File: config.mk
export PLATFORM = sky130hd
export DESIGN_NAME = wb_timer_flat
export DESIGN_NICKNAME = d
export VERILOG_FILES = /design/src/rtl/wb_timer_pkg.sv /design/src/rtl/wb_timer_if.sv /design/src/rtl/wb_timer_prescaler.sv /design/src/rtl/wb_timer.sv /design/src/flat_wrapper.sv
export SDC_FILE = /design/constraint.sdc
export NUM_CORES = 1
export LEC_CHECK = 0
export CAP_MARGIN = 10
export CELL_PAD_IN_SITES_DETAIL_PLACEMENT = 0
export CELL_PAD_IN_SITES_GLOBAL_PLACEMENT = 1
export CORE_UTILIZATION = 41
export DETAILED_ROUTE_END_ITERATION = 12
export PLACE_DENSITY_LB_ADDON = 0.1
export RECOVER_POWER = 50
export REMOVE_ABC_BUFFERS = 1
export SYNTH_ARGS = -nofsm -noshare
export SYNTH_HDL_FRONTEND = slang
export SYNTH_SLANG_ARGS = --single-unit
File: constraint.sdc
create_clock -name i_clk -period 6.1 [get_ports i_clk]
set_input_delay 1.22 -clock i_clk [delete_from_list [all_inputs] [get_ports i_clk]]
set_output_delay 1.22 -clock i_clk [all_outputs]
set_load 0.005 [all_outputs]
File: src/rtl/wb_timer_pkg.sv
// ----------------------------------------------------------------------------
// wb_timer_pkg
// Shared constants and helpers for the Wishbone timer: bus widths, base
// address, register offsets, CTRL/STATUS bit indices and the byte-lane merge
// used for every writable register.
// Optional feature macro: WB_TIMER_PRESCALER_EN (see wb_timer.sv).
// ----------------------------------------------------------------------------
package wb_timer_pkg;

   // Bus geometry
   localparam int unsigned ADR_W  = 32'd24;
   localparam int unsigned DATA_W = 32'd16;
   localparam int unsigned SEL_W  = 32'd2;

   // Word base address of the register block; the low three bits select the register
   localparam logic [ADR_W-1:0] BASE_ADDR = 24'hFF0000;

   // CTRL register layout
   localparam int unsigned CTRL_W           = 32'd3;
   localparam int unsigned CTRL_EN          = 32'd0;
   localparam int unsigned CTRL_AUTO_RELOAD = 32'd1;
   localparam int unsigned CTRL_IRQ_EN      = 32'd2;

   // STATUS register layout
   localparam int unsigned STATUS_MATCH = 32'd0;

   // Register offsets within the block
   typedef enum logic [2:0] {
      OFF_CTRL     = 3'd0,
      OFF_STATUS   = 3'd1,
      OFF_COUNT    = 3'd2,
      OFF_COMPARE  = 3'd3,
      OFF_PRESCALE = 3'd4,
      OFF_RSVD5    = 3'd5,
      OFF_RSVD6    = 3'd6,
      OFF_RSVD7    = 3'd7
   } reg_off_e;

   // Replace only the byte lanes enabled in sel
   function automatic logic [DATA_W-1:0] merge_lanes(
      input logic [DATA_W-1:0] old_v,
      input logic [DATA_W-1:0] new_v,
      input logic [SEL_W-1:0]  sel
   );
      return {sel[1] ? new_v[15:8] : old_v[15:8],
              sel[0] ? new_v[7:0]  : old_v[7:0]};
   endfunction

endpackage

File: src/rtl/wb_timer_if.sv
// ----------------------------------------------------------------------------
// wb_timer_if
// Wishbone classic slave bundle for the timer.
//   master modport: drives cyc/stb/we/adr/i_dat/sel, receives o_dat/ack/err/rty
//   slave  modport: the reverse
// ----------------------------------------------------------------------------
interface wb_timer_if;
   import wb_timer_pkg::*;

   logic              wb_cyc;
   logic              wb_stb;
   logic              wb_we;
   logic [ADR_W-1:0]  wb_adr;
   logic [DATA_W-1:0] wb_i_dat;
   logic [SEL_W-1:0]  wb_sel;
   logic [DATA_W-1:0] wb_o_dat;
   logic              wb_ack;
   logic              wb_err;
   logic              wb_rty;

   modport master (
      output wb_cyc, wb_stb, wb_we, wb_adr, wb_i_dat, wb_sel,
      input  wb_o_dat, wb_ack, wb_err, wb_rty
   );

   modport slave (
      input  wb_cyc, wb_stb, wb_we, wb_adr, wb_i_dat, wb_sel,
      output wb_o_dat, wb_ack, wb_err, wb_rty
   );

endinterface

File: src/rtl/wb_timer_prescaler.sv
// ----------------------------------------------------------------------------
// wb_timer_prescaler
// Divides the clock into timer ticks. A tick fires when enabled and the
// internal counter equals the programmed PRESCALE value; the counter then
// restarts at 0. Disabled, or on a write to PRESCALE, the counter is held/
// cleared to 0.
// Ports: i_clk, i_rst (async, active-high), en_i, clr_i, prescale_i[15:0],
//        tick_o.
// Only compiled when WB_TIMER_PRESCALER_EN is defined.
// ----------------------------------------------------------------------------
`ifdef WB_TIMER_PRESCALER_EN
module wb_timer_prescaler
   import wb_timer_pkg::*;
(
   input  logic              i_clk,
   input  logic              i_rst,
   input  logic              en_i,
   input  logic              clr_i,
   input  logic [DATA_W-1:0] prescale_i,
   output logic              tick_o
);

   logic [DATA_W-1:0] cnt_q;
   logic [DATA_W-1:0] cnt_d;
   logic              tick_s;

   // Tick detection and next prescale count
   always_comb begin
      tick_s = en_i & (cnt_q == prescale_i);
      if (!en_i || clr_i || tick_s) begin
         cnt_d = 16'd0;
      end else begin
         cnt_d = cnt_q + 16'd1;
      end
   end

   // Prescale counter state
   always_ff @(posedge i_clk or posedge i_rst) begin
      if (i_rst) begin
         cnt_q <= 16'd0;
      end else begin
         cnt_q <= cnt_d;
      end
   end

   assign tick_o = tick_s;

endmodule
`endif

File: src/rtl/wb_timer.sv
// ----------------------------------------------------------------------------
// wb_timer
// 16-bit compare timer behind a Wishbone classic slave port.
//   i_clk  : sole clock, rising edge
//   i_rst  : asynchronous active-high reset
//   wb     : wb_timer_if.slave (cyc, stb, we, adr[23:0], i_dat[15:0], sel[1:0],
//            o_dat[15:0], ack, err, rty)
//   o_irq  : level interrupt, MATCH & IRQ_EN
// Registers (word offset): 0 CTRL {IRQ_EN, AUTO_RELOAD, EN}, 1 STATUS {MATCH}
// (write-1-to-clear), 2 COUNT, 3 COMPARE, 4 PRESCALE (only with macro).
// Macro WB_TIMER_PRESCALER_EN: when defined, a PRESCALE register and the
// wb_timer_prescaler sub-module divide the tick rate; when undefined the
// timer ticks every enabled cycle and offset 4 terminates with wb_err.
// ----------------------------------------------------------------------------
module wb_timer
   import wb_timer_pkg::*;
(
   input  logic      i_clk,
   input  logic      i_rst,
   wb_timer_if.slave wb,
   output logic      o_irq
);

   // Bus decode
   logic              sel_s;
   logic              req_s;
   logic              mapped_s;
   logic              wr_s;
   reg_off_e          off_s;
   logic [DATA_W-1:0] rd_s;
   logic              wr_ctrl_s;
   logic              wr_status_s;
   logic              wr_count_s;
   logic              wr_compare_s;

   // Timer core
   logic              tick_s;
   logic              match_hit_s;

   logic [CTRL_W-1:0] ctrl_q,    ctrl_d;
   logic              match_q,   match_d;
   logic [DATA_W-1:0] count_q,   count_d;
   logic [DATA_W-1:0] compare_q, compare_d;
   logic              ack_q,     ack_d;
   logic              err_q,     err_d;
   logic [DATA_W-1:0] dat_q,     dat_d;
   logic              irq_q,     irq_d;

`ifdef WB_TIMER_PRESCALER_EN
   logic [DATA_W-1:0] prescale_q, prescale_d;
   logic              wr_prescale_s;
`endif

   // Address decode, read mux and per-register write strobes
   always_comb begin
      sel_s = wb.wb_cyc & wb.wb_stb &
              (wb.wb_adr[ADR_W-1:3] == BASE_ADDR[ADR_W-1:3]);
      // A termination in flight blocks a new one, so a held strobe is
      // answered every other cycle.
      req_s = sel_s & ~ack_q & ~err_q;
      off_s = reg_off_e'(wb.wb_adr[2:0]);
      case (off_s)
         OFF_CTRL: begin
            mapped_s = 1'b1;
            rd_s     = {13'd0, ctrl_q};
         end
         OFF_STATUS: begin
            mapped_s = 1'b1;
            rd_s     = {15'd0, match_q};
         end
         OFF_COUNT: begin
            mapped_s = 1'b1;
            rd_s     = count_q;
         end
         OFF_COMPARE: begin
            mapped_s = 1'b1;
            rd_s     = compare_q;
         end
         OFF_PRESCALE: begin
`ifdef WB_TIMER_PRESCALER_EN
            mapped_s = 1'b1;
            rd_s     = prescale_q;
`else
            mapped_s = 1'b0;
            rd_s     = 16'd0;
`endif
         end
         default: begin
            mapped_s = 1'b0;
            rd_s     = 16'd0;
         end
      endcase
      wr_s         = req_s & wb.wb_we & mapped_s;
      wr_ctrl_s    = wr_s & (off_s == OFF_CTRL);
      wr_status_s  = wr_s & (off_s == OFF_STATUS);
      wr_count_s   = wr_s & (off_s == OFF_COUNT);
      wr_compare_s = wr_s & (off_s == OFF_COMPARE);
`ifdef WB_TIMER_PRESCALER_EN
      wr_prescale_s = wr_s & (off_s == OFF_PRESCALE);
`endif
   end

`ifdef WB_TIMER_PRESCALER_EN
   wb_timer_prescaler u_prescaler (
      .i_clk      (i_clk),
      .i_rst      (i_rst),
      .en_i       (ctrl_q[CTRL_EN]),
      .clr_i      (wr_prescale_s),
      .prescale_i (prescale_q),
      .tick_o     (tick_s)
   );
`else
   assign tick_s = ctrl_q[CTRL_EN];
`endif

   // Timer core and register next state; bus writes take priority over ticks
   always_comb begin
      match_hit_s = tick_s & (count_q == compare_q);

      if (wr_ctrl_s && wb.wb_sel[0]) begin
         ctrl_d = wb.wb_i_dat[CTRL_W-1:0];
      end else begin
         ctrl_d = ctrl_q;
      end

      if (wr_compare_s) begin
         compare_d = merge_lanes(compare_q, wb.wb_i_dat, wb.wb_sel);
      end else begin
         compare_d = compare_q;
      end

      if (wr_count_s) begin
         count_d = merge_lanes(count_q, wb.wb_i_dat, wb.wb_sel);
      end else if (match_hit_s && ctrl_q[CTRL_AUTO_RELOAD]) begin
         count_d = 16'd0;
      end else if (tick_s) begin
         count_d = count_q + 16'd1;
      end else begin
         count_d = count_q;
      end

      // A fresh match beats a simultaneous clear
      if (match_hit_s) begin
         match_d = 1'b1;
      end else if (wr_status_s && wb.wb_sel[0] && wb.wb_i_dat[STATUS_MATCH]) begin
         match_d = 1'b0;
      end else begin
         match_d = match_q;
      end

`ifdef WB_TIMER_PRESCALER_EN
      if (wr_prescale_s) begin
         prescale_d = merge_lanes(prescale_q, wb.wb_i_dat, wb.wb_sel);
      end else begin
         prescale_d = prescale_q;
      end
`endif

      irq_d = match_d & ctrl_d[CTRL_IRQ_EN];
      ack_d = req_s & mapped_s;
      err_d = req_s & ~mapped_s;
      if (req_s && mapped_s && !wb.wb_we) begin
         dat_d = rd_s;
      end else begin
         dat_d = 16'd0;
      end
   end

   // State registers with asynchronous reset
   always_ff @(posedge i_clk or posedge i_rst) begin
      if (i_rst) begin
         ctrl_q     <= 3'd0;
         match_q    <= 1'b0;
         count_q    <= 16'd0;
         compare_q  <= 16'd0;
         ack_q      <= 1'b0;
         err_q      <= 1'b0;
         dat_q      <= 16'd0;
         irq_q      <= 1'b0;
`ifdef WB_TIMER_PRESCALER_EN
         prescale_q <= 16'd0;
`endif
      end else begin
         ctrl_q     <= ctrl_d;
         match_q    <= match_d;
         count_q    <= count_d;
         compare_q  <= compare_d;
         ack_q      <= ack_d;
         err_q      <= err_d;
         dat_q      <= dat_d;
         irq_q      <= irq_d;
`ifdef WB_TIMER_PRESCALER_EN
         prescale_q <= prescale_d;
`endif
      end
   end

   assign wb.wb_o_dat = dat_q;
   assign wb.wb_ack   = ack_q;
   assign wb.wb_err   = err_q;
   assign wb.wb_rty   = 1'b0;
   assign o_irq       = irq_q;

endmodule

File: src/flat_wrapper.sv
// flat-port wrapper written by rule: the top's interface ports become plain ports
module wb_timer_flat import wb_timer_pkg::*;
  (i_clk, i_rst, o_irq, wb_wb_cyc, wb_wb_stb, wb_wb_we, wb_wb_adr, wb_wb_i_dat, wb_wb_sel, wb_wb_o_dat, wb_wb_ack, wb_wb_err, wb_wb_rty);
  wb_timer_if wb_i ();
  input  logic i_clk;
  input  logic i_rst;
  output logic o_irq;
  input wire logic [$bits(wb_i.wb_cyc)-1:0] wb_wb_cyc;
  input wire logic [$bits(wb_i.wb_stb)-1:0] wb_wb_stb;
  input wire logic [$bits(wb_i.wb_we)-1:0] wb_wb_we;
  input wire logic [$bits(wb_i.wb_adr)-1:0] wb_wb_adr;
  input wire logic [$bits(wb_i.wb_i_dat)-1:0] wb_wb_i_dat;
  input wire logic [$bits(wb_i.wb_sel)-1:0] wb_wb_sel;
  output wire logic [$bits(wb_i.wb_o_dat)-1:0] wb_wb_o_dat;
  output wire logic [$bits(wb_i.wb_ack)-1:0] wb_wb_ack;
  output wire logic [$bits(wb_i.wb_err)-1:0] wb_wb_err;
  output wire logic [$bits(wb_i.wb_rty)-1:0] wb_wb_rty;
  assign wb_i.wb_cyc = wb_wb_cyc;
  assign wb_i.wb_stb = wb_wb_stb;
  assign wb_i.wb_we = wb_wb_we;
  assign wb_i.wb_adr = wb_wb_adr;
  assign wb_i.wb_i_dat = wb_wb_i_dat;
  assign wb_i.wb_sel = wb_wb_sel;
  assign wb_wb_o_dat = wb_i.wb_o_dat;
  assign wb_wb_ack = wb_i.wb_ack;
  assign wb_wb_err = wb_i.wb_err;
  assign wb_wb_rty = wb_i.wb_rty;
  wb_timer u_core (.i_clk(i_clk), .i_rst(i_rst), .wb(wb_i), .o_irq(o_irq));
endmodule
==> run_summary.xml, run 1 <==
<?xml version="1.0" encoding="UTF-8"?>
<metrics>
  <group name="yosys">
    <metric name="synth_top_area_frac" unit="">0.469</metric>
    <metric name="yosysTopAreaCell" unit="">dfrtp_1</metric>
    <metric name="synth_most_common_cell" unit="">dfrtp_1</metric>
    <metric name="syn_warnings" unit="">0</metric>
    <metric name="synth-edff-count" unit="">0</metric>
    <metric name="synth-seq-cells" unit="">55</metric>
    <metric name="netlist_area" unit="mm2">0.00294</metric>
    <metric name="synthFlopType" unit="">dfrtp_1</metric>
    <metric name="synth_async_sr_flop_share" unit="">1.00</metric>
    <metric name="syn_avg_cell_area" unit="um2">10.1</metric>
    <metric name="yosys-top-cells-area" unit="">dfrtp_1 47%, mux2_2 8.1%, mux2i_1 6.1%</metric>
    <metric name="yosys.cell_types.count" unit="">46</metric>
    <metric name="synthTopCellsByCount" unit="">55 x dfrtp_1, 35 x nand2_1, 23 x nor2_1, 21 x mux2_2, 18 x mux2i_1</metric>
    <metric name="syn-instance-count" unit="">290</metric>
    <metric name="yosysSeqAreaShare" unit="">0.469</metric>
  </group>
  <group name="worst_hold_path">
    <metric name="min-delay-path-class" unit="">register to register</metric>
    <metric name="worst_hold_startpoint" unit="">u_core.ctrl_q[2]</metric>
    <metric name="holdPathEnd" unit="">u_core.ctrl_q[2]</metric>
    <metric name="hold_depth" unit="">1</metric>
  </group>
  <group name="grt">
    <metric name="grt_pass1_wl" unit="mm">11.9</metric>
    <metric name="antenna_violations_before_repair" unit="">0</metric>
    <metric name="grt_use_total" unit="">0.206</metric>
    <metric name="vias_in_the_first_global_route" unit="">2328</metric>
    <metric name="grt_start_max_net_pins" unit="">56</metric>
    <metric name="globalRouteOverflowTotal" unit="">0</metric>
  </group>
  <group name="drt">
    <metric name="routed-via-count" unit="">2305</metric>
    <metric name="drc" unit="">0</metric>
    <metric name="routed_wirelength" unit="mm">7.12</metric>
    <metric name="wl_per_cell" unit="um">15.9</metric>
    <metric name="routed_via_density" unit="">5.16</metric>
    <metric name="antenna_violating_nets_post_route" unit="">0</metric>
    <metric name="drt_first_iter_violations" unit="">146</metric>
    <metric name="drtPass1Iterations" unit="">4</metric>
  </group>
  <group name="critical_path">
    <metric name="critical_setup_path_class" unit="">primary input to asynchronous set/reset pin</metric>
    <metric name="cpPeakStageDelay" unit="ns">2.11</metric>
    <metric name="reg2regPathDepth" unit="">6</metric>
    <metric name="timing.critical_path.to_type" unit="">asynchronous set/reset pin</metric>
    <metric name="worstSetupStartpointType" unit="">primary input</metric>
    <metric name="rrSetupSlack" unit="ns">3.57</metric>
    <metric name="critPathMaxFanout" unit="">55</metric>
    <metric name="number_of_buffers_and_inverters_on_the_critical_path" unit="">3</metric>
    <metric name="critical_path_origin" unit="">i_rst</metric>
    <metric name="required_time_of_the_worst_setup_path" unit="ns">5.87</metric>
    <metric name="crit_slowest_cell" unit="">clkbuf_1</metric>
    <metric name="critical_path_arrival" unit="ns">3.94</metric>
    <metric name="rr_startpoint" unit="">u_core.count_q[11]</metric>
    <metric name="crit_path_cell_trace" unit="">dlygate4sd3_1 -&gt; clkinv_1 -&gt; clkbuf_1</metric>
    <metric name="critical_register_to_register_path_endpoint" unit="">u_core.count_q[8]</metric>
    <metric name="critical-path-top-delay-family" unit="">buffers and inverters</metric>
  </group>
  <group name="floorplan">
    <metric name="core-area" unit="mm2">0.00687</metric>
    <metric name="initial_core_util" unit="">0.428</metric>
    <metric name="floorplan.die.width" unit="um">86.6</metric>
    <metric name="floorplan.io_pins" unit="">67</metric>
    <metric name="die_h" unit="um">86.6</metric>
    <metric name="fp.dieArea" unit="mm2">0.00750</metric>
    <metric name="rows" unit="">30</metric>
  </group>
  <group name="timing">
    <metric name="timing.final.crit_share" unit="">0.683</metric>
    <metric name="finalSetupViolations" unit="">0</metric>
    <metric name="fin_worst_skew" unit="ns">0.0164</metric>
    <metric name="timing.final.crit_period" unit="ns">4.17</metric>
    <metric name="finalHoldViolations" unit="">0</metric>
    <metric name="setup_tns" unit="ns">0</metric>
    <metric name="achievable-frequency" unit="GHz">0.240</metric>
    <metric name="maxSlewHeadroom" unit="">-0.995</metric>
    <metric name="slew_violations" unit="">56</metric>
    <metric name="worstMarginPinSlew" unit="ns">2.99</metric>
    <metric name="grt_setup_unrepaired" unit="">no</metric>
  </group>
  <group name="final_layout">
    <metric name="layoutNonFillerInstCount" unit="">447</metric>
    <metric name="final_nets" unit="">398</metric>
    <metric name="areaGrowthSynthToFinish" unit="%">28.1</metric>
    <metric name="post_route_cells_drive_above_1_share" unit="">0.111</metric>
    <metric name="antenna_cells_inserted" unit="">0</metric>
    <metric name="final_area" unit="mm2">0.00376</metric>
  </group>
  <group name="power_and_ir_drop">
    <metric name="leakagePower" unit="nW">1.71</metric>
    <metric name="max-vdd-ir-drop" unit="mV">0.148</metric>
    <metric name="power-per-cell-area" unit="mW/mm2">180</metric>
  </group>
  <group name="clocking">
    <metric name="cts_resized" unit="">0</metric>
    <metric name="clock-root-buffer" unit="">clkbuf_8</metric>
    <metric name="cts.path.max_buffers" unit="">2</metric>
    <metric name="clk-insertion-delay-late" unit="ns">0.31</metric>
    <metric name="post_cts.repair.setup_buffers" unit="">0</metric>
    <metric name="cts_tree" unit="">built</metric>
    <metric name="cts_inserted_buffers" unit="">5</metric>
    <metric name="clkSinkCount" unit="">55</metric>
    <metric name="post_cts_hold_buffer_count" unit="">0</metric>
    <metric name="cts.htree.levels" unit="">2</metric>
    <metric name="clk_pin_slew_worst_paths" unit="ns">0.11</metric>
  </group>
  <group name="outcome">
    <metric name="violations" unit="">capacitance limit, slew limit</metric>
    <metric name="run_status" unit="">finished with violations</metric>
  </group>
  <group name="placement">
    <metric name="buffers_added_on_ports" unit="">65</metric>
    <metric name="placed_cell_area" unit="mm2">0.00365</metric>
    <metric name="routabilityCongestion" unit="">0.761</metric>
    <metric name="placedCellCount" unit="">439</metric>
    <metric name="hpwlAfterDp" unit="mm">5.17</metric>
  </group>
  <group name="flow_run">
    <metric name="max-cap-violations" unit="">1</metric>
  </group>
</metrics>
## layout by cell type, fill, tap and decap left out, types with 2 or more instances in the layout
master           synthesis  layout
clkdlybuf4s50_1          0      55
dfrtp_1                 55      55
nand2_1                 35      35
nor2_1                  23      23
mux2_2                  21      21
mux2i_1                 18      18
xor2_1                  15      15
inv_1                   14      13
dlygate4sd3_1            0      10
nand3_1                  8       8
a21oi_1                  8       8
o21ai_0                  8       8
a22oi_1                  8       8
nor4_1                   7       7
nand4_1                  5       5
nor2b_1                  5       5
and3_1                   5       5
a32oi_1                  5       5
and2_1                   5       5
clkbuf_8                 0       5
nor3_1                   4       4
or2_2                    2       2
and4b_1                  2       2
o21ai_1                  2       2
clkbuf_1                 9       2
## power by group
part / total, mW / internal (mW) / switching, mW
sequential: 0.371 / 0.367 / 0.00396
combinational: 0.0628 / 0.0365 / 0.0262
clock: 0.245 / 0.124 / 0.121
## flip-flops by register name, indices dropped and copies added (netlist names)
| name | count |
|---|---|
| u_core.compare_q | 16 |
| u_core.count_q | 16 |
| u_core.ctrl_q | 3 |
| u_core.match_q | 1 |
| u_core.o_irq | 1 |
| u_core.wb.wb_ack | 1 |
| u_core.wb.wb_err | 1 |
| u_core.wb.wb_o_dat | 16 |
## layout make-up
| class | instances | area, um2 |
|---|---|---|
| Sequential cell | 55 | 1380 |
| Fill cell | 640 | 3110 |
| Clock inverter | 2 | 38.8 |
| Multi-Input combinational cell | 207 | 1440 |
| Clock buffer | 6 | 72.6 |
| Tap cell | 96 | 120 |
| Timing Repair Buffer | 67 | 662 |
| Inverter | 14 | 52.6 |
## stage by stage
step	total power [mW]	util	hold slack, ns	worst slack, ns
5_1_grt	0.707	0.548	0.570	1.19
3_3_place_gp	0.441	0.532	0.510	2.09
2_1_floorplan	0.398	-	0.471	2.83
4_1_cts	0.688	0.548	0.537	2.34
6_report	0.679	0.548	0.544	1.93
3_5_place_dp	0.442	0.532	0.511	2.02
## metal layers
metal  vias to the layer above  track usage  routed length, um
met5                         -            0                  0
met4                         0       0.0439                 33
met3                         2       0.0333                265
met2                        45        0.337               3460
met1                      1118        0.288               3360
li1                       1140            -                  -
## kinds of logic after synthesis
group                      count (synthesis)  share of synthesized area
DFF                                       55                      0.469
buffers and inverters                     28                     0.0409
AOI/OAI and AO/OA                         39                     0.0895
and+or+nand+nor                          110                      0.198
xor gates and xnor gates                  16                     0.0477
adders and majority gates                  1                    0.00426
muxes                                     40                      0.150
other                                      1                    0.00128
## worst reg2reg max path: cells and delay by family, from the launching register on
family,cells,cell delay [ns]
DFF,1,0.47
and+or+nand+nor,3,0.96
xor gates and xnor gates,1,0.18
AOI/OAI and AO/OA,2,0.84
## worst max-delay path by stage
stage                                to  depth (start not counted)  slack [ns]
floorplan             u_core.count_q[8]                          6        2.83
global placement      u_core.count_q[7]                          8        2.09
detailed placement    u_core.count_q[2]                          8        2.02
CTS                   u_core.count_q[7]                          8        2.34
global route        u_core.compare_q[1]                          3        1.19
finish              u_core.compare_q[5]                          3        1.93
No activity file was read; power rests on OpenSTA's default activity.
==> run 2: changes to the inputs <==
--- a/config.mk
+++ b/config.mk
@@ -8,7 +8,7 @@
 export CAP_MARGIN = 10
 export CELL_PAD_IN_SITES_DETAIL_PLACEMENT = 0
 export CELL_PAD_IN_SITES_GLOBAL_PLACEMENT = 1
-export CORE_UTILIZATION = 41
+export CORE_UTILIZATION = 38
 export DETAILED_ROUTE_END_ITERATION = 12
 export PLACE_DENSITY_LB_ADDON = 0.1
 export RECOVER_POWER = 50
==> constraint.sdc (replaced) <==
create_clock -name i_clk -period 3.9 [get_ports i_clk]
set_input_delay 0.78 -clock i_clk [delete_from_list [all_inputs] [get_ports i_clk]]
set_output_delay 0.78 -clock i_clk [all_outputs]
set_load 0.005 [all_outputs]
==> run 2 against run 1 <==
- the flow still finishes with violations (capacitance limit, slew limit)
- clock-buffer cell count unchanged
- register-to-register slack got worse by 2.2 ns
- sequential share of layout area about the same
- clock power increased by 32%
- non-clock buffer count increased by 3
- wire length increased by 0.72%
- worst hold slack about the same
- via count increased by 1.2%
==> run_summary.xml, run 2 (synthesized netlist as in run 1, its figures left out) <==
<?xml version="1.0" encoding="UTF-8"?>
<metrics>
  <group name="clocking">
    <metric name="clock-root-buffer" unit="">clkbuf_8</metric>
    <metric name="cts_inserted_buffers" unit="">5</metric>
    <metric name="clkSinkCount" unit="">55</metric>
    <metric name="clk-insertion-delay-late" unit="ns">0.31</metric>
    <metric name="cts.htree.levels" unit="">2</metric>
    <metric name="cts_resized" unit="">0</metric>
    <metric name="cts.path.max_buffers" unit="">2</metric>
    <metric name="post_cts.repair.setup_buffers" unit="">0</metric>
    <metric name="cts_tree" unit="">built</metric>
    <metric name="post_cts_hold_buffer_count" unit="">0</metric>
    <metric name="clk_pin_slew_worst_paths" unit="ns">0.10</metric>
  </group>
  <group name="placement">
    <metric name="dpl_worst_slack" unit="ns">0.462</metric>
    <metric name="buffers_added_on_ports" unit="">65</metric>
    <metric name="hpwlAfterDp" unit="mm">5.04</metric>
    <metric name="placedCellCount" unit="">445</metric>
    <metric name="routabilityCongestion" unit="">0.784</metric>
  </group>
  <group name="timing">
    <metric name="layout_setup_ws" unit="ns">0.784</metric>
    <metric name="timing.final.crit_period" unit="ns">3.12</metric>
    <metric name="fin_worst_skew" unit="ns">0.00444</metric>
    <metric name="achievable-frequency" unit="GHz">0.321</metric>
    <metric name="timing.final.crit_share" unit="">0.799</metric>
    <metric name="grt_setup_unrepaired" unit="">no</metric>
    <metric name="worstMarginPinSlew" unit="ns">1.60</metric>
    <metric name="setup_tns" unit="ns">0</metric>
    <metric name="finalHoldViolations" unit="">0</metric>
    <metric name="finalSetupViolations" unit="">0</metric>
    <metric name="maxSlewHeadroom" unit="">-0.0656</metric>
    <metric name="slew_violations" unit="">43</metric>
  </group>
  <group name="critical_path">
    <metric name="critical_path_arrival" unit="ns">3.31</metric>
    <metric name="critical_setup_path_class" unit="">primary input to register</metric>
    <metric name="timing.critical_path.to_type" unit="">register</metric>
    <metric name="required_time_of_the_worst_setup_path" unit="ns">4.10</metric>
    <metric name="critPathMaxFanout" unit="">23</metric>
    <metric name="worstSetupStartpointType" unit="">primary input</metric>
  </group>
  <group name="drt">
    <metric name="routed_wirelength" unit="mm">7.17</metric>
    <metric name="wl_per_cell" unit="um">15.9</metric>
    <metric name="drc" unit="">0</metric>
    <metric name="routed_via_density" unit="">5.16</metric>
    <metric name="routed-via-count" unit="">2332</metric>
    <metric name="drt_first_iter_violations" unit="">110</metric>
    <metric name="antenna_violating_nets_post_route" unit="">0</metric>
    <metric name="drtPass1Iterations" unit="">4</metric>
  </group>
  <group name="grt">
    <metric name="grt_start_max_net_pins" unit="">43</metric>
    <metric name="vias_in_the_first_global_route" unit="">2326</metric>
    <metric name="grt_pass1_wl" unit="mm">12.0</metric>
    <metric name="antenna_violations_before_repair" unit="">0</metric>
    <metric name="grt_use_total" unit="">0.189</metric>
    <metric name="globalRouteOverflowTotal" unit="">0</metric>
  </group>
  <group name="final_layout">
    <metric name="final_nets" unit="">401</metric>
    <metric name="areaGrowthSynthToFinish" unit="%">28.1</metric>
    <metric name="final_cell_mix" unit="">55 x clkdlybuf4s50_1, 55 x dfrtp_1, 35 x nand2_1</metric>
    <metric name="post_route_cells_drive_above_1_share" unit="">0.116</metric>
    <metric name="antenna_cells_inserted" unit="">0</metric>
    <metric name="layoutNonFillerInstCount" unit="">452</metric>
  </group>
  <group name="floorplan">
    <metric name="initial_core_util" unit="">0.398</metric>
    <metric name="core-area" unit="mm2">0.00737</metric>
    <metric name="floorplan.io_pins" unit="">67</metric>
    <metric name="die_h" unit="um">89.9</metric>
    <metric name="fp.dieArea" unit="mm2">0.00808</metric>
    <metric name="floorplan.die.width" unit="um">89.9</metric>
    <metric name="rows" unit="">31</metric>
  </group>
  <group name="power_and_ir_drop">
    <metric name="max-vdd-ir-drop" unit="mV">0.131</metric>
    <metric name="leakagePower" unit="nW">1.72</metric>
    <metric name="fin_total_pwr" unit="mW">1.00</metric>
    <metric name="power-per-cell-area" unit="mW/mm2">266</metric>
  </group>
  <group name="worst_hold_path">
    <metric name="min-delay-path-class" unit="">register to register</metric>
  </group>
  <group name="outcome">
    <metric name="run_status" unit="">finished with violations</metric>
    <metric name="violations" unit="">capacitance limit, slew limit</metric>
  </group>
  <group name="flow_run">
    <metric name="max-cap-violations" unit="">1</metric>
  </group>
</metrics>
## run 2: cell count changes in the layout (fill, tap and decap cells not counted)
cell / delta
buf_4: +2
bufinv_16: -1
clkbuf_8: +1
clkinv_1: -1
clkinv_2: +1
inv_1: +1
inv_6: -1
## run 2: area by class of cell
type | instances | area, um2
fillers | 711 | 3610
flip-flops and latches | 55 | 1380
inverters | 14 | 52.6
clock buffers | 6 | 82.6
clock inverters | 1 | 5.00
multi-input cells | 207 | 1440
repair buffers | 70 | 681
well taps | 99 | 124
## run 2: report_power, final
part	total, mW	internal, mW	switching [mW]	leakage [nW]
Combinational	0.0982	0.0573	0.0409	0.949
Clock	0.324	0.140	0.184	0.0470
Sequential	0.579	0.573	0.00596	0.722
## run 2: metal layers
metal  GRT usage  wire, um
met5           0         0
met4      0.0444        44
met3      0.0389       466
met2       0.311      3360
met1       0.257      3300
## run 2: path summary, 6_finish.rpt
| kind | depth (start not counted) | start | to | slack, ns |
|---|---|---|---|---|
| setup / recovery | 7 | wb_wb_adr[20] | u_core.count_q[8] | 0.78 |
| hold / removal | 2 | u_core.match_q | u_core.match_q | 0.54 |
| setup reg to reg | 5 | u_core.wb.wb_ack | u_core.count_q[8] | 1.40 |
| hold reg to reg | 2 | u_core.match_q | u_core.match_q | 0.54 |
| max in group asynchronous | 3 | i_rst | u_core.compare_q[7] | 1.47 |
| min in group asynchronous | 2 | i_rst | u_core.wb.wb_o_dat[15] | 1.40 |
## run 2: through the flow
step / hold WS, ns / area, um2 / utilization
after global routing: 0.566 / 3760 / 0.510
after detailed placement: 0.525 / 3680 / 0.499
after CTS: 0.547 / 3770 / 0.511
after floorplan: 0.471 / 2870 / -
final: 0.545 / 3760 / 0.510
after global placement: 0.516 / 3680 / 0.499
## run 2: worst max-delay path, cell delays in order
cell and delay (ns):
clkdlybuf4s50_1 0.46, nand4b_1 0.11, or4b_4 0.54, or3_1 0.50, o32a_2 0.41, and4b_1 0.26
a221o_1 0.25
==> run 3: changes to the inputs <==
==> constraint.sdc (replaced) <==
create_clock -name i_clk -period 3 [get_ports i_clk]
set_input_delay 0.6 -clock i_clk [delete_from_list [all_inputs] [get_ports i_clk]]
set_output_delay 0.6 -clock i_clk [all_outputs]
set_load 0.005 [all_outputs]
==> run 3 against run 2 <==
- the flow now finishes without violations
- wire length grew 5.5%
- register-to-register slack got worse by 0.69 ns
- setup slack lost 0.50 ns
- first-iteration DRC count shrank 6.4%
- utilization increased by 1.9 points
- critical endpoint is now u_core.wb.wb_o_dat[7]
- highest routed layer unchanged
==> run_summary.xml, run 3 (synthesized netlist as in run 1, its figures left out) <==
<?xml version="1.0" encoding="UTF-8"?>
<metrics>
  <group name="placement">
    <metric name="hpwlAfterDp" unit="mm">5.45</metric>
    <metric name="buffers_added_on_ports" unit="">65</metric>
    <metric name="placedCellCount" unit="">456</metric>
    <metric name="routabilityCongestion" unit="">0.809</metric>
    <metric name="dpl_worst_slack" unit="ns">-0.0563</metric>
  </group>
  <group name="power_and_ir_drop">
    <metric name="leakagePower" unit="nW">1.79</metric>
    <metric name="power_frac_clock" unit="">0.373</metric>
    <metric name="net-switching-power" unit="mW">0.317</metric>
    <metric name="power.share.switching" unit="">0.225</metric>
    <metric name="power-per-cell-area" unit="mW/mm2">361</metric>
    <metric name="p_seq_frac" unit="">0.534</metric>
    <metric name="max-vdd-ir-drop" unit="mV">0.242</metric>
    <metric name="combinationalPowerShare" unit="">0.093</metric>
    <metric name="internal_power" unit="mW">1.09</metric>
    <metric name="fin_total_pwr" unit="mW">1.41</metric>
  </group>
  <group name="final_layout">
    <metric name="multi_input_comb_area" unit="mm2">0.00144</metric>
    <metric name="final_nets" unit="">412</metric>
    <metric name="layoutNonFillerInstCount" unit="">464</metric>
    <metric name="areaGrowthSynthToFinish" unit="%">32.9</metric>
    <metric name="fillerInstances" unit="">689</metric>
    <metric name="ff_latch_area" unit="mm2">0.00138</metric>
    <metric name="antenna_cells_inserted" unit="">0</metric>
    <metric name="final_cell_mix" unit="">55 x clkdlybuf4s50_1, 55 x dfrtp_1, 35 x nand2_1</metric>
    <metric name="post_route_cells_drive_above_1_share" unit="">0.151</metric>
  </group>
  <group name="critical_path">
    <metric name="critical_setup_path_class" unit="">primary input to register</metric>
    <metric name="timing.critical_path.to_type" unit="">register</metric>
    <metric name="cpPeakStageDelay" unit="ns">0.54</metric>
    <metric name="required_time_of_the_worst_setup_path" unit="ns">3.24</metric>
    <metric name="crit_path_frequent_cell" unit="">buf_4</metric>
    <metric name="crit_path_cell_trace" unit="">clkdlybuf4s50_1 -&gt; nand4b_1 -&gt; or4b_4 -&gt; or3_1 -&gt; buf_4 -&gt; nor3_2 -&gt; nand2_1 -&gt; buf_4 -&gt; nor2_1</metric>
    <metric name="reg2regPathDepth" unit="">7</metric>
    <metric name="rr_startpoint" unit="">u_core.wb.wb_ack</metric>
    <metric name="worstSetupStartpointType" unit="">primary input</metric>
    <metric name="critical_register_to_register_path_endpoint" unit="">u_core.wb.wb_o_dat[7]</metric>
    <metric name="critPathMaxFanout" unit="">6</metric>
    <metric name="critical_path_arrival" unit="ns">2.95</metric>
    <metric name="rrSetupSlack" unit="ns">0.71</metric>
    <metric name="crit_slowest_cell" unit="">or4b_4</metric>
  </group>
  <group name="clocking">
    <metric name="cts_resized" unit="">0</metric>
    <metric name="clk-insertion-delay-late" unit="ns">0.31</metric>
    <metric name="cts_inserted_buffers" unit="">5</metric>
    <metric name="clkSinkCount" unit="">55</metric>
    <metric name="cts.htree.levels" unit="">2</metric>
    <metric name="cts.path.max_buffers" unit="">2</metric>
    <metric name="post_cts.repair.setup_buffers" unit="">0</metric>
    <metric name="cts_tree" unit="">built</metric>
    <metric name="clock-root-buffer" unit="">clkbuf_8</metric>
    <metric name="post_cts_hold_buffer_count" unit="">0</metric>
    <metric name="clk_pin_slew_worst_paths" unit="ns">0.10</metric>
  </group>
  <group name="worst_hold_path">
    <metric name="worst_hold_startpoint" unit="">u_core.ctrl_q[2]</metric>
    <metric name="min-delay-path-class" unit="">register to register</metric>
    <metric name="holdPathEnd" unit="">u_core.ctrl_q[2]</metric>
    <metric name="hold_depth" unit="">1</metric>
  </group>
  <group name="flow_run">
    <metric name="max-cap-violations" unit="">0</metric>
  </group>
  <group name="timing">
    <metric name="layout_setup_ws" unit="ns">0.284</metric>
    <metric name="timing.final.crit_share" unit="">0.905</metric>
    <metric name="finalSetupViolations" unit="">0</metric>
    <metric name="achievable-frequency" unit="GHz">0.368</metric>
    <metric name="maxSlewHeadroom" unit="">0.0576</metric>
    <metric name="fin_worst_skew" unit="ns">0.00861</metric>
    <metric name="whs" unit="ns">0.540</metric>
    <metric name="grt_setup_unrepaired" unit="">no</metric>
    <metric name="timing.final.crit_period" unit="ns">2.72</metric>
    <metric name="slew_violations" unit="">0</metric>
    <metric name="worstMarginPinSlew" unit="ns">1.41</metric>
    <metric name="finalHoldViolations" unit="">0</metric>
  </group>
  <group name="grt">
    <metric name="grt_start_max_net_pins" unit="">56</metric>
    <metric name="global_route.peak_usage_layer" unit="">met2</metric>
    <metric name="globalRouteOverflowTotal" unit="">0</metric>
    <metric name="antenna_violations_before_repair" unit="">0</metric>
    <metric name="met1_capacity_usage_during_global_routing" unit="">0.261</metric>
    <metric name="grt_use_total" unit="">0.191</metric>
    <metric name="grt_pass1_wl" unit="mm">12.2</metric>
    <metric name="use_met2" unit="">0.313</metric>
    <metric name="vias_in_the_first_global_route" unit="">2415</metric>
    <metric name="grtUsageMet3" unit="">0.0355</metric>
  </group>
  <group name="drt">
    <metric name="routed_wirelength" unit="mm">7.56</metric>
    <metric name="routed_via_density" unit="">5.21</metric>
    <metric name="drt_first_iter_violations" unit="">103</metric>
    <metric name="drc" unit="">0</metric>
    <metric name="routed-via-count" unit="">2418</metric>
    <metric name="wl_per_cell" unit="um">16.3</metric>
    <metric name="drtPass1Iterations" unit="">4</metric>
    <metric name="antenna_violating_nets_post_route" unit="">0</metric>
  </group>
  <group name="outcome">
    <metric name="run_status" unit="">finished, final reports clean</metric>
  </group>
  <group name="floorplan">
    <metric name="fp.dieArea" unit="mm2">0.00808</metric>
    <metric name="floorplan.io_pins" unit="">67</metric>
    <metric name="initial_core_util" unit="">0.398</metric>
    <metric name="die_h" unit="um">89.9</metric>
    <metric name="core-area" unit="mm2">0.00737</metric>
    <metric name="rows" unit="">31</metric>
    <metric name="floorplan.die.width" unit="um">89.9</metric>
  </group>
</metrics>
[run 3: final cells by class]
type | instances | share of cell area
multi-input cells | 207 | 0.369
flip-flops and latches | 55 | 0.353
clock buffers | 6 | 0.0212
well taps | 99 | 0.0317
inverters | 14 | 0.0135
repair buffers | 81 | 0.203
clock inverters | 2 | 0.00897
[run 3: metal layers]
metal,up-vias,routed length [um]
li1,1167,-
met1,1162,3560
met2,82,3490
met3,7,427
met4,0,87
met5,-,0
[run 3: power by group through the flow]
stage	combinational, mW	sequential (mW)	clock [mW]
4_1_cts	0.137	0.753	0.537
3_3_place_gp	0.136	0.767	0
2_1_floorplan	0.0433	0.766	0
6_report	0.131	0.753	0.525
3_5_place_dp	0.136	0.767	0
5_1_grt	0.144	0.754	0.566
[run 3: through the flow]
step / utilization / setup TNS [ns] / cell area, um2
6_report: 0.530 / 0 / 3900
3_3_place_gp: 0.516 / 0 / 3800
5_1_grt: 0.530 / 0 / 3900
2_1_floorplan: - / 0 / 2870
3_5_place_dp: 0.516 / -0.266 / 3800
4_1_cts: 0.532 / 0 / 3920
[run 3: worst max path at each step]
stage               slack [ns]  cells past startpoint          start                      to
floorplan                 0.35                      6  wb_wb_adr[14]       u_core.count_q[8]
global placement         0.003                      9  wb_wb_adr[14]  u_core.wb.wb_o_dat[12]
detailed placement       -0.06                      9  wb_wb_adr[20]   u_core.wb.wb_o_dat[7]
CTS                       0.26                      9  wb_wb_adr[20]   u_core.wb.wb_o_dat[7]
global route              0.19                      7  wb_wb_adr[20]      u_core.count_q[11]
finish                    0.28                      9  wb_wb_adr[20]   u_core.wb.wb_o_dat[7]
[run 3: critical path, delay by kind of cell]
family        cells  cell delay, ns
simple gates      6            1.51
buf+inv           3            0.83
